[src/rtl/distortion_scheduler_if.sv]
// Stereo sample/parameter bus for the distortion scheduler.
// The master drives samples and parameter loads; the slave returns processed samples and status.
interface distortion_scheduler_if;
  logic                sampleValid;
  logic signed [15:0]  leftSampleIn;
  logic signed [15:0]  rightSampleIn;
  logic                paramLoad;
  logic signed [15:0]  gainIn;
  logic signed [31:0]  thresholdIn;
  logic [1:0]          modeIn;
  logic signed [15:0]  leftSampleOut;
  logic signed [15:0]  rightSampleOut;
  logic                outValid;
  logic                busy;
  logic                overrun;
  logic signed [15:0]  activeGain;

  modport master (
    output sampleValid, leftSampleIn, rightSampleIn, paramLoad, gainIn, thresholdIn, modeIn,
    input  leftSampleOut, rightSampleOut, outValid, busy, overrun, activeGain
  );

  modport slave (
    input  sampleValid, leftSampleIn, rightSampleIn, paramLoad, gainIn, thresholdIn, modeIn,
    output leftSampleOut, rightSampleOut, outValid, busy, overrun, activeGain
  );
endinterface

[src/rtl/distortion_scheduler.sv]
// Four-cycle stereo gain/clip/rectify scheduler sharing one signed multiplier between channels.
// Parameters are captured into shadow registers and committed only when a sample is accepted.
module distortion_scheduler #(
  parameter int GAIN_STEP = 4,
  parameter int MAX_GAIN  = 128
) (
  input logic                  clk,
  input logic                  reset,
  distortion_scheduler_if.slave bus
);

  typedef enum logic [1:0] {IDLE, MUL_L, MUL_R, OUT} state_t;

  localparam logic signed [15:0] MAX_G   = 16'(MAX_GAIN);
  localparam logic signed [16:0] STEP    = 17'(GAIN_STEP);
  localparam logic signed [31:0] THR_MAX = 32'sd32767;

  state_t             state_reg;
  logic signed [15:0] samp_reg [2];
  logic signed [31:0] prod_reg [2];
  logic signed [15:0] out_reg  [2];
  logic signed [15:0] shaped   [2];
  logic               out_valid_reg;
  logic               overrun_reg;

  logic signed [15:0] shadow_gain_reg, active_gain_reg;
  logic signed [31:0] shadow_thr_reg, thr_reg;
  logic [1:0]         shadow_mode_reg, mode_reg;

  logic signed [15:0] shadow_gain_next;
  logic signed [31:0] shadow_thr_next;
  logic [1:0]         shadow_mode_next;
  logic signed [15:0] active_gain_next;
  logic signed [16:0] act_ext, tgt_ext, gain_up, gain_dn;
  logic signed [15:0] mul_a;
  logic signed [31:0] mul_p;
  logic signed [31:0] thr_sat;

  // A load on the same edge as a strobe must be visible to that sample, so commit uses the _next values.
  always_comb begin
    shadow_gain_next = shadow_gain_reg;
    shadow_thr_next  = shadow_thr_reg;
    shadow_mode_next = shadow_mode_reg;
    if (bus.paramLoad) begin
      if (bus.gainIn < 16'sd0)
        shadow_gain_next = '0;
      else if (bus.gainIn > MAX_G)
        shadow_gain_next = MAX_G;
      else
        shadow_gain_next = bus.gainIn;
      shadow_thr_next  = (bus.thresholdIn < 32'sd0) ? '0 : bus.thresholdIn;
      shadow_mode_next = bus.modeIn;
    end
  end

  // Ramp one step toward the target in either direction, landing exactly on it.
  always_comb begin
    act_ext = {active_gain_reg[15], active_gain_reg};
    tgt_ext = {shadow_gain_next[15], shadow_gain_next};
    gain_up = act_ext + STEP;
    gain_dn = act_ext - STEP;
    active_gain_next = active_gain_reg;
    if (act_ext < tgt_ext)
      active_gain_next = (gain_up > tgt_ext) ? shadow_gain_next : gain_up[15:0];
    else if (act_ext > tgt_ext)
      active_gain_next = (gain_dn < tgt_ext) ? shadow_gain_next : gain_dn[15:0];
  end

  always_comb begin
    mul_a   = (state_reg == MUL_L) ? samp_reg[0] : samp_reg[1];
    mul_p   = 32'(mul_a) * 32'(active_gain_reg);
    thr_sat = (thr_reg > THR_MAX) ? THR_MAX : thr_reg;
  end

  function automatic logic signed [15:0] shape(
    input logic [1:0]         mode,
    input logic signed [15:0] x,
    input logic signed [31:0] p,
    input logic signed [31:0] thr
  );
    logic signed [31:0] neg_thr;
    neg_thr = -thr;
    shape   = x;
    case (mode)
      2'd0: shape = x;
      2'd2: shape = (x < 16'sd0) ? 16'sd0 : x;
      default: begin
        if (p > thr)
          shape = thr[15:0];
        else if (p < neg_thr)
          shape = neg_thr[15:0];
        else if (p > 32'sd32767)
          shape = 16'sh7fff;
        else if (p < -32'sd32768)
          shape = 16'sh8000;
        else
          shape = p[15:0];
      end
    endcase
  endfunction

  generate
    for (genvar gi = 0; gi < 2; gi++) begin : g_ch
      assign shaped[gi] = shape(mode_reg, samp_reg[gi], prod_reg[gi], thr_sat);
    end
  endgenerate

  always_ff @(posedge clk) begin
    if (reset) begin
      state_reg       <= IDLE;
      out_valid_reg   <= 1'b0;
      overrun_reg     <= 1'b0;
      shadow_gain_reg <= '0;
      active_gain_reg <= '0;
      shadow_thr_reg  <= THR_MAX;
      thr_reg         <= THR_MAX;
      shadow_mode_reg <= '0;
      mode_reg        <= '0;
      for (int i = 0; i < 2; i++) begin
        samp_reg[i] <= '0;
        prod_reg[i] <= '0;
        out_reg[i]  <= '0;
      end
    end else begin
      out_valid_reg   <= 1'b0;
      overrun_reg     <= 1'b0;
      shadow_gain_reg <= shadow_gain_next;
      shadow_thr_reg  <= shadow_thr_next;
      shadow_mode_reg <= shadow_mode_next;
      case (state_reg)
        IDLE: begin
          if (bus.sampleValid) begin
            samp_reg[0]     <= bus.leftSampleIn;
            samp_reg[1]     <= bus.rightSampleIn;
            active_gain_reg <= active_gain_next;
            thr_reg         <= shadow_thr_next;
            mode_reg        <= shadow_mode_next;
            state_reg       <= MUL_L;
          end
        end
        MUL_L: begin
          prod_reg[0] <= mul_p;
          overrun_reg <= bus.sampleValid;
          state_reg   <= MUL_R;
        end
        MUL_R: begin
          prod_reg[1] <= mul_p;
          overrun_reg <= bus.sampleValid;
          state_reg   <= OUT;
        end
        OUT: begin
          out_reg[0]    <= shaped[0];
          out_reg[1]    <= shaped[1];
          out_valid_reg <= 1'b1;
          overrun_reg   <= bus.sampleValid;
          state_reg     <= IDLE;
        end
        default: state_reg <= IDLE;
      endcase
    end
  end

  assign bus.leftSampleOut  = out_reg[0];
  assign bus.rightSampleOut = out_reg[1];
  assign bus.outValid       = out_valid_reg;
  assign bus.overrun        = overrun_reg;
  assign bus.busy           = (state_reg != IDLE);
  assign bus.activeGain     = active_gain_reg;

endmodule

[src/flat_wrapper.sv]
// flat-port wrapper written by rule: the top's interface ports become plain ports
module distortion_scheduler_flat 
#(
  parameter int GAIN_STEP = 4,
  parameter int MAX_GAIN  = 128
)
  (clk, reset, bus_sampleValid, bus_leftSampleIn, bus_rightSampleIn, bus_paramLoad, bus_gainIn, bus_thresholdIn, bus_modeIn, bus_leftSampleOut, bus_rightSampleOut, bus_outValid, bus_busy, bus_overrun, bus_activeGain);
  distortion_scheduler_if bus_i ();
  input logic clk;
  input logic reset;
  input wire logic [$bits(bus_i.sampleValid)-1:0] bus_sampleValid;
  input wire logic [$bits(bus_i.leftSampleIn)-1:0] bus_leftSampleIn;
  input wire logic [$bits(bus_i.rightSampleIn)-1:0] bus_rightSampleIn;
  input wire logic [$bits(bus_i.paramLoad)-1:0] bus_paramLoad;
  input wire logic [$bits(bus_i.gainIn)-1:0] bus_gainIn;
  input wire logic [$bits(bus_i.thresholdIn)-1:0] bus_thresholdIn;
  input wire logic [$bits(bus_i.modeIn)-1:0] bus_modeIn;
  output wire logic [$bits(bus_i.leftSampleOut)-1:0] bus_leftSampleOut;
  output wire logic [$bits(bus_i.rightSampleOut)-1:0] bus_rightSampleOut;
  output wire logic [$bits(bus_i.outValid)-1:0] bus_outValid;
  output wire logic [$bits(bus_i.busy)-1:0] bus_busy;
  output wire logic [$bits(bus_i.overrun)-1:0] bus_overrun;
  output wire logic [$bits(bus_i.activeGain)-1:0] bus_activeGain;
  assign bus_i.sampleValid = bus_sampleValid;
  assign bus_i.leftSampleIn = bus_leftSampleIn;
  assign bus_i.rightSampleIn = bus_rightSampleIn;
  assign bus_i.paramLoad = bus_paramLoad;
  assign bus_i.gainIn = bus_gainIn;
  assign bus_i.thresholdIn = bus_thresholdIn;
  assign bus_i.modeIn = bus_modeIn;
  assign bus_leftSampleOut = bus_i.leftSampleOut;
  assign bus_rightSampleOut = bus_i.rightSampleOut;
  assign bus_outValid = bus_i.outValid;
  assign bus_busy = bus_i.busy;
  assign bus_overrun = bus_i.overrun;
  assign bus_activeGain = bus_i.activeGain;
  distortion_scheduler #(.GAIN_STEP(GAIN_STEP), .MAX_GAIN(MAX_GAIN)) u_core (.clk(clk), .reset(reset), .bus(bus_i));
endmodule
[config.mk]
export PLATFORM = sky130hd
export DESIGN_NAME = distortion_scheduler_flat
export DESIGN_NICKNAME = d
export VERILOG_FILES = /design/src/rtl/distortion_scheduler_if.sv /design/src/rtl/distortion_scheduler.sv /design/src/flat_wrapper.sv
export SDC_FILE = /design/constraint.sdc
export NUM_CORES = 1
export LEC_CHECK = 0
export ABC_AREA = 1
export CAP_MARGIN = 20
export CORE_MARGIN = 1
export CORE_UTILIZATION = 64
export CTS_BUF_LIST = sky130_fd_sc_hd__clkbuf_4 sky130_fd_sc_hd__clkbuf_8
export CTS_CLUSTER_DIAMETER = 60
export DETAILED_ROUTE_END_ITERATION = 8
export PLACE_DENSITY = 0.84
export REMOVE_ABC_BUFFERS = 1
export SLEW_MARGIN = 20
export SYNTH_ARGS = -nofsm -noshare
export SYNTH_HDL_FRONTEND = slang
export SYNTH_SLANG_ARGS = --single-unit
[constraint.sdc]
create_clock -name clk -period 7.66 [get_ports clk]
set_input_delay 1.532 -clock clk [delete_from_list [all_inputs] [get_ports clk]]
set_output_delay 1.532 -clock clk [all_outputs]
set_load 0.01 [all_outputs]
* Yosys cells after proc, flatten, opt, wreduce, memory -nomap -nowiden
Memory sizes are Yosys's and may differ from the RTL's.
Cells that the tools add are included.
** Word-level totals
- Output and inout bits :: 51
- Input port bits :: 86
- Register bits after elaboration :: 104
- Memories :: 3
- Memory bits (writable) :: 128
** Memories
- u_core.prod_reg :: depth 2, width 32, rd ports 2, clocked after memory_dff 0, wr ports 2, line distortion_scheduler.sv:20 : logic signed [31:0] prod_reg [2];
- u_core.out_reg :: depth 2, width 16, rd ports 2, clocked after memory_dff 0, wr ports 2, line distortion_scheduler.sv:21 : logic signed [15:0] out_reg [2];
- u_core.samp_reg :: depth 2, width 16, rd ports 2, clocked after memory_dff 0, wr ports 2, line distortion_scheduler.sv:19 : logic signed [15:0] samp_reg [2];
** Cells by class
- Reduce and logical (&&, ||, !) cells :: 8
- Equality and inequality tests :: 5
- Add/sub/neg operators :: 3
- Bitwise gates (word level) :: 7
- Multiply operators :: 1
- Order comparisons :: 18
- Mux-type cells :: 47
** Operator list (count)
- $mux W16 :: 22
- $mux W32 :: 5
- $gt A32 B16 Y1 const B :: 3
- $gt A32 B32 Y1 :: 2
- $lt A32 B16 Y1 const B :: 2
- $lt A32 B32 Y1 :: 2
- $pmux W16 S2 :: 2
- $lt A16 B1 Y1 const B :: 3
- $lt A32 B1 Y1 const B :: 1
- $mul A16 B16 Y32 :: 1
- $neg A32 Y32 :: 1
- $add A16 B4 Y17 const B :: 1
- $gt A17 B16 Y1 :: 1
- $lt A17 B16 Y1 :: 1
- $sub A16 B4 Y17 const B :: 1
- $gt A16 B16 Y1 :: 1
- $gt A16 B9 Y1 const B :: 1
- $lt A16 B16 Y1 :: 1
- $mux W1 :: 15
- $pmux W2 S4 :: 1
- $eq A2 B2 Y1 const B :: 3
- $or A1 B1 Y1 :: 6
- $logic_not A2 Y1 :: 2
- $mux W2 :: 2
- other kinds (8) :: 9

* Logic depth before layout (Yosys ltp)
Gate-level depths: netlist (run 1).
- Word-level depth :: 8
- Mapped depth :: 33

* Worst setup path before layout (run 1)
Ideal clock, no wire load.
- Kind :: flip-flop to flip-flop
- Start :: register u_core.state_reg[1]
- End :: memory u_core.prod_reg[0][31] (data pin)
- Data arrival time :: 6681 ps
- Stages on the path, launching flop included :: 28
- Clock period less this slack :: 6951 ps
- Slack :: 709 ps
- Required time :: 7390 ps
- Cells stage by stage :: dfxtp_1 > inv_1 > ha_1 > clkbuf_1 > inv_1 > or2_2 > o21ai_0 > clkbuf_1 > nor2_1 > inv_1 > fa_1 > inv_1 > fa_1 > fa_1 > fa_1 > fa_1 > inv_1 > fa_1 > inv_1 > ha_1 > nand2_1 > nor2_1 > nand2_1 > o311ai_0 > nand3_1 > nand3_1 > xnor2_1 > nor2_1
** RTL lines
- start: declaration :: line distortion_scheduler.sv:18 : state_t state_reg;
- start signal: assignment :: line distortion_scheduler.sv:110 : state_reg <= IDLE;
- start signal: assignment :: line distortion_scheduler.sv:138 : state_reg <= MUL_L;
- start signal: assignment :: line distortion_scheduler.sv:144 : state_reg <= MUL_R;
- end: declaration :: line distortion_scheduler.sv:20

==> summary.md, run 1 <==
| Metric | Value |
|---|---|
| Hold path cells | `2` |
| Crit end category | `flop` |
| Worst Max-Slew Pin Slew | `1040 ps` |
| Placed inst area | `about 0.028 sq mm` |
| Total gr overflow | `0` |
| NumNets Final | `about 4100` |
| Reg-to-reg endpoint | `u_core.prod_reg[0][22]` |
| Worst Path Arrival | `7730 ps` |
| Initial core utilization | `0.650` |
| Final setup fails | `0` |
| Register area | `about 0.0059 sq mm` |
| Gate count after technology mapping | `about 3400` |
| DR vias | `about 23000` |
| Final Wtd Congestion | `about 0.99` |
| Final Hold Fails | `0` |
| First-pass GRT wire length | `about 120 mm` |
| Fin area | `about 0.029 sq mm` |
| Vias per cell | `5.71` |
| Setup crit start kind | `flop` |
| Clk slew on worst S/H paths | `70 ps` |
| Core box area | `0.0398 sq mm` |
| RSZ-0062 raised after global routing | `no` |
| Worst-Skew Late Latency | `roughly 630 ps` |
| Synth top cells by count | `nand2_1 (698), inv_1 (655), nor2_1 (388)` |
| Clk root buf | `clkbuf_8` |
| Post-synth ARST share | `0` |
| Final Slew Violations | `0` |
| Full die area | `0.0412 sq mm` |
| Hold Crit Class | `flop to flop` |
| R2R depth | `26` |
| Critical register-to-register path startpoint | `u_core.state_reg[1]` |
| Overall routing resource usage | `0.385` |
| Area grow syn2layout | `11.1%` |
| Clock buffer depth | `3` |
| Chip Height | `203 um` |
| Vias in the first global route | `23316` |
| Hold worst-path end | `u_core.shadow_thr_reg[31]` |
| Area of the multi-input gates | `0.0170 sq mm` |
| Layout Skew | `around 34 ps` |
| Crit path time final | `~7300 ps` |
| Finished Core Util | `0.722` |
| # IOs | `137` |
| Diode count | `0` |
| Filler Cells Inserted | `around 3100` |
| Number of enable flip-flop cells after synthesis | `between 100 and 150` |
| Ratio of cells with drive above 1 in the final layout | `0.0537` |
| # hold bufs at CTS | `0` |
| Synth warn | `0` |
| Setup total negative slack | `0 ps` |
| CTS Sinks | `~230` |
| Largest net degree at the start of global routing | `48` |
| Post-Syn Area | `0.0259 sq mm` |
| Largest cells by area after synthesis | `fa_1 (20%), edfxtp_1 (15%), ha_1 (13%), nand2_1 (10%), inv_1 (9.5%)` |
| Max_cap viols | `0` |
| Crit path kind | `flop to flop` |
| Max reg flops | `64` |
| Buffers on Ports | `around 140` |
| Share of the synthesized area in the top cell type | `0.203` |
| Synth cell types | `54` |
| Dpl hpwl | `around 63 mm` |
| Initial antenna violation count | `0` |
| Num CTS Buffers | `38` |
| Die X-Extent | `roughly 200 um` |
| Total Wirelength | `78.2 mm` |
| Remaining DRCs | `0` |
| Crit share post-route | `0.954` |
| Top FF cell, synth | `edfxtp_1` |
| Clock H-tree levels | `2` |
| Wire per inst | `approximately 19 um` |
| Leading area contributor after synthesis | `fa_1` |
| Post-DRT Antenna Nets | `0` |
| Max Clock Freq | `around 0.14 GHz` |
| CTS tree | `built` |
| CP max FO | `16` |
| Share of the yosys chip area belonging to registers | `0.229` |
| Worst slew margin | `0.304` |
| Syn avg cell area | `about 7.7 sq um` |
| Initial DRC Count | `2105` |
| Top-count cell post-synth | `nand2_1` |
| Rows | `73` |
| Worst hold start | `u_core.shadow_thr_reg[31]` |
| Initial DRT Pass Iterations | `5` |
| Synth Register Bits | `between 200 and 250` |
| Outcome | `finished, final reports clean` |
| CP required | `between 8000 and 9000 ps` |
| R2r setup slk | `360 ps` |
-- critical path, cell delays in order (launching register included) --
cell and delay (ps):
dfxtp_1 340, inv_1 130, ha_2 340, buf_4 250, nand2_1 70, o21ai_1 180, clkinv_1 470, nand2_1 220
fa_1 460, fa_1 520, fa_1 440, fa_1 500, inv_1 60, fa_1 530, inv_1 60, fa_1 530
inv_1 40, ha_1 340, nand2_1 130, nor2_1 160, nand2_1 130, o211ai_1 380, a21o_1 210, a21oi_1 100
o21bai_1 200, nor2_1 60, nor2_1 240
-- layer usage --
metal  share of wire  track usage
met5               0            0
met4           0.062        0.226
met3           0.086       0.0612
met2            0.47        0.634
met1            0.39        0.480
-- cells by family after synthesis --
kind of cell               Yosys count  share of synthesized area
muxes                                2                   0.000774
xor gates and xnor gates            63                     0.0216
buffers and inverters              771                      0.113
DFF                                232                      0.229
adders and majority gates          524                      0.329
AOI/OAI and AO/OA                  404                     0.0848
and+or+nand+nor                   1359                      0.221
-- cell type report --
type,count,share of cell area
clock buffer,49,0.0217
inverter,680,0.0888
timing repair buffer,188,0.0608
clock inverter,21,0.00714
tap,525,0.0228
multi-input combinational,2352,0.593
sequential,232,0.206
-- metrics by stage --
step | instances | setup slack, ps | hold slack, ps
finish | 4047 | 356 | 459
global route | 4047 | 33.9 | 494
CTS | 4047 | 49.0 | 462
detailed placement | 3977 | 118 | 449
global placement | 3977 | 358 | 436
floorplan | 3264 | 372 | 426
-- how the worst max path moves through the flow --
stage                                         to           startpoint
after global routing      u_core.prod_reg[0][22]  u_core.state_reg[1]
after floorplan           u_core.prod_reg[0][31]  u_core.state_reg[1]
after CTS                 u_core.prod_reg[0][58]  u_core.state_reg[1]
after global placement    u_core.prod_reg[0][26]  u_core.state_reg[1]
after detailed placement  u_core.prod_reg[0][26]  u_core.state_reg[1]
final                     u_core.prod_reg[0][22]  u_core.state_reg[1]
-- cells in the final DEF, fill, tap and decap left out, types with 18 or more instances in the layout --
master and n:
a21oi_1 154, edfxtp_1 128, xnor2_1 22, dfxtp_1 104
xor2_1 40, buf_4 52, nand4_1 41, inv_1 654
nand2_1 696, clkinv_1 23, clkdlybuf4s50_1 135, ha_1 261
nor3_1 19, o22ai_1 27, nand3_1 135, or2_2 18
nor2_1 387, clkbuf_8 41, fa_1 262, o21ai_0 148
-- what timing repair did --
action                     in CTS  in global routing
setup endpoints to repair       0                 20
gates resized for setup         0                  5
buffers inserted                0                  0
Power of run 1 is left out: the tool's default activity adds up to more than one toggle a clock period on the data nets, which glitch-free logic cannot reach.
==> run 2: changes to the inputs <==
--- a/config.mk
+++ b/config.mk
@@ -13,6 +13,7 @@
 export CTS_CLUSTER_DIAMETER = 60
 export DETAILED_ROUTE_END_ITERATION = 8
 export PLACE_DENSITY = 0.84
+export RECOVER_POWER = 100
 export REMOVE_ABC_BUFFERS = 1
 export SLEW_MARGIN = 20
 export SYNTH_ARGS = -nofsm -noshare
==> run 2 against run 1 <==
Against the previous run: the run now ends with max-capacitance violations, max-slew violations left; die area stayed put; via count hardly changed; worst hold slack better by 1.3 ps; global-route usage stayed put; cell area is 0.33% lower; maximum frequency is 0.20% lower; sequential share of layout area is 0.068 points higher; sequential cell count stayed put; register-to-register slack hardly changed; cell count stayed put; critical path depth stayed put; non-clock buffer count stayed put; largest cell class unchanged; highest routed layer unchanged.
==> summary.md, run 2 (synthesized netlist as in run 1, its figures left out) <==
| Metric | Value |
|---|---|
| Full die area | `approximately 0.041 sq mm` |
| Buffers on Ports | `roughly 140` |
| Placed Cells | `between 3000 and 4000` |
| CTS tree | `built` |
| Placement Setup Slack | `around 120 ps` |
| Worst hold start | `u_core.shadow_thr_reg[31]` |
| NumNets Final | `4102` |
| DR vias | `~23000` |
| Final Wtd Congestion | `between 0.9 and 1` |
| Core box area | `0.0398 sq mm` |
| Die X-Extent | `203 um` |
| Diode count | `0` |
| Max reg flops | `64` |
| Area grow syn2layout | `10.7%` |
| Rows | `73` |
| Non-filler cells in the finished layout | `4047` |
| Layout Skew | `31.7 ps` |
| Most frequent cells in the layout | `nand2_1 (699), inv_1 (656), nor2_1 (387), fa_1 (262), ha_1 (261)` |
| Setup total negative slack | `0 ps` |
| Most common cell after layout, fill and taps aside | `nand2_1` |
| Worst-Skew Late Latency | `a little over 600 ps` |
| Chip Height | `about 200 um` |
| Dpl hpwl | `around 63 mm` |
| Ratio of cells with drive above 1 in the final layout | `0.0466` |
| Total Wirelength | `~78 mm` |
| RSZ-0062 raised after global routing | `no` |
| Failing checks | `max-capacitance violations, max-slew violations` |
| Largest net degree at the start of global routing | `48` |
| Worst Setup SP | `u_core.state_reg[1]` |
| Initial antenna violation count | `0` |
| Crit share post-route | `0.955` |
| Initial DRC Count | `roughly 2100` |
| Area of the multi-input gates | `0.0170 sq mm` |
| Outcome | `complete, but fails checks` |
| Clock H-tree levels | `2` |
| Setup crit start kind | `flop` |
| Final Hold Fails | `0` |
| Final Slew Violations | `289` |
| Vias per cell | `around 5.7` |
| Crit end category | `flop` |
| CTS Sinks | `about 230` |
| Total gr overflow | `0` |
| Crit path kind | `flop to flop` |
| Clock buffer depth | `3` |
| Vias in the first global route | `roughly 23000` |
| Post-DRT Antenna Nets | `0` |
| CP required | `about 8000 ps` |
| Max Clock Freq | `roughly 0.14 GHz` |
| Worst Max-Slew Pin Slew | `2620 ps` |
| Initial core utilization | `0.650` |
| Resize count post-CTS | `0` |
| # hold bufs at CTS | `0` |
| Hold Crit Class | `flop to flop` |
| Final worst slack | `between 300 and 400 ps` |
| Overall routing resource usage | `0.385` |
| Clk root buf | `clkbuf_8` |
| First-pass GRT wire length | `roughly 120 mm` |
| Remaining DRCs | `0` |
| Worst Path Arrival | `7750 ps` |
| Wire per inst | `about 19 um` |
| Max_cap viols | `8` |
| Critical register-to-register path startpoint | `u_core.state_reg[1]` |
| Filler Cells Inserted | `between 3000 and 4000` |
| Initial DRT Pass Iterations | `6` |
| # IOs | `around 140` |
| Clk slew on worst S/H paths | `70 ps` |
| Setup repair bufs after CTS | `0` |
| CP max FO | `16` |
| Num CTS Buffers | `38` |
| Final setup fails | `0` |
| Crit path time final | `around 7300 ps` |
| Register area | `between 0.005 and 0.006 sq mm` |
| Worst slew margin | `-0.746` |
## run 2: critical path: stages (launching register included)
cell	delay [ps]
dfxtp_1	360
inv_1	110
ha_2	270
buf_4	210
o21ai_1	500
inv_1	320
nor2_1	240
fa_1	420
inv_1	90
fa_1	410
fa_1	510
inv_1	50
fa_1	480
fa_1	550
inv_1	50
fa_1	520
inv_1	40
ha_1	360
nand2_1	130
nor2_1	140
nand2_1	110
o211ai_1	340
a21oi_1	160
o21ai_0	300
a21o_1	180
nor2_1	40
nor2_1	240
## run 2: final cells by class
class / count / share of cell area
flip-flops and latches: 232 / 0.207
multi-input cells: 2352 / 0.594
clock inverters: 21 / 0.00716
clock buffers: 49 / 0.0218
well taps: 525 / 0.0229
repair buffers: 188 / 0.0587
inverters: 680 / 0.0891
## run 2: final timing paths
kind | end | slack (ps) | depth (start not counted)
worst max-delay path | u_core.prod_reg[0][57] | 340 | 26
worst max register to register | u_core.prod_reg[0][57] | 340 | 26
worst min-delay path | u_core.shadow_thr_reg[31] | 460 | 2
worst min register to register | u_core.shadow_thr_reg[31] | 460 | 2
## run 2: per-stage QoR
| step | hold slack, ps | utilization | area [sq um] |
|---|---|---|---|
| floorplan | 426 | - | 25500 |
| global placement | 436 | 0.701 | 27900 |
| detailed placement | 449 | 0.701 | 27900 |
| CTS | 462 | 0.722 | 28700 |
| global route | 494 | 0.720 | 28700 |
| finish | 460 | 0.720 | 28700 |
## run 2: per-layer routing
| metal | GRT usage | share of wire | vias to the layer above |
|---|---|---|---|
| met4 | 0.226 | 0.061 | 0 |
| met1 | 0.480 | 0.39 | 10883 |
| met5 | 0 | 0 | - |
| met3 | 0.0612 | 0.084 | 287 |
| met2 | 0.634 | 0.47 | 1138 |
| li1 | - | - | 10808 |
Power of run 2 is left out for the same reason.
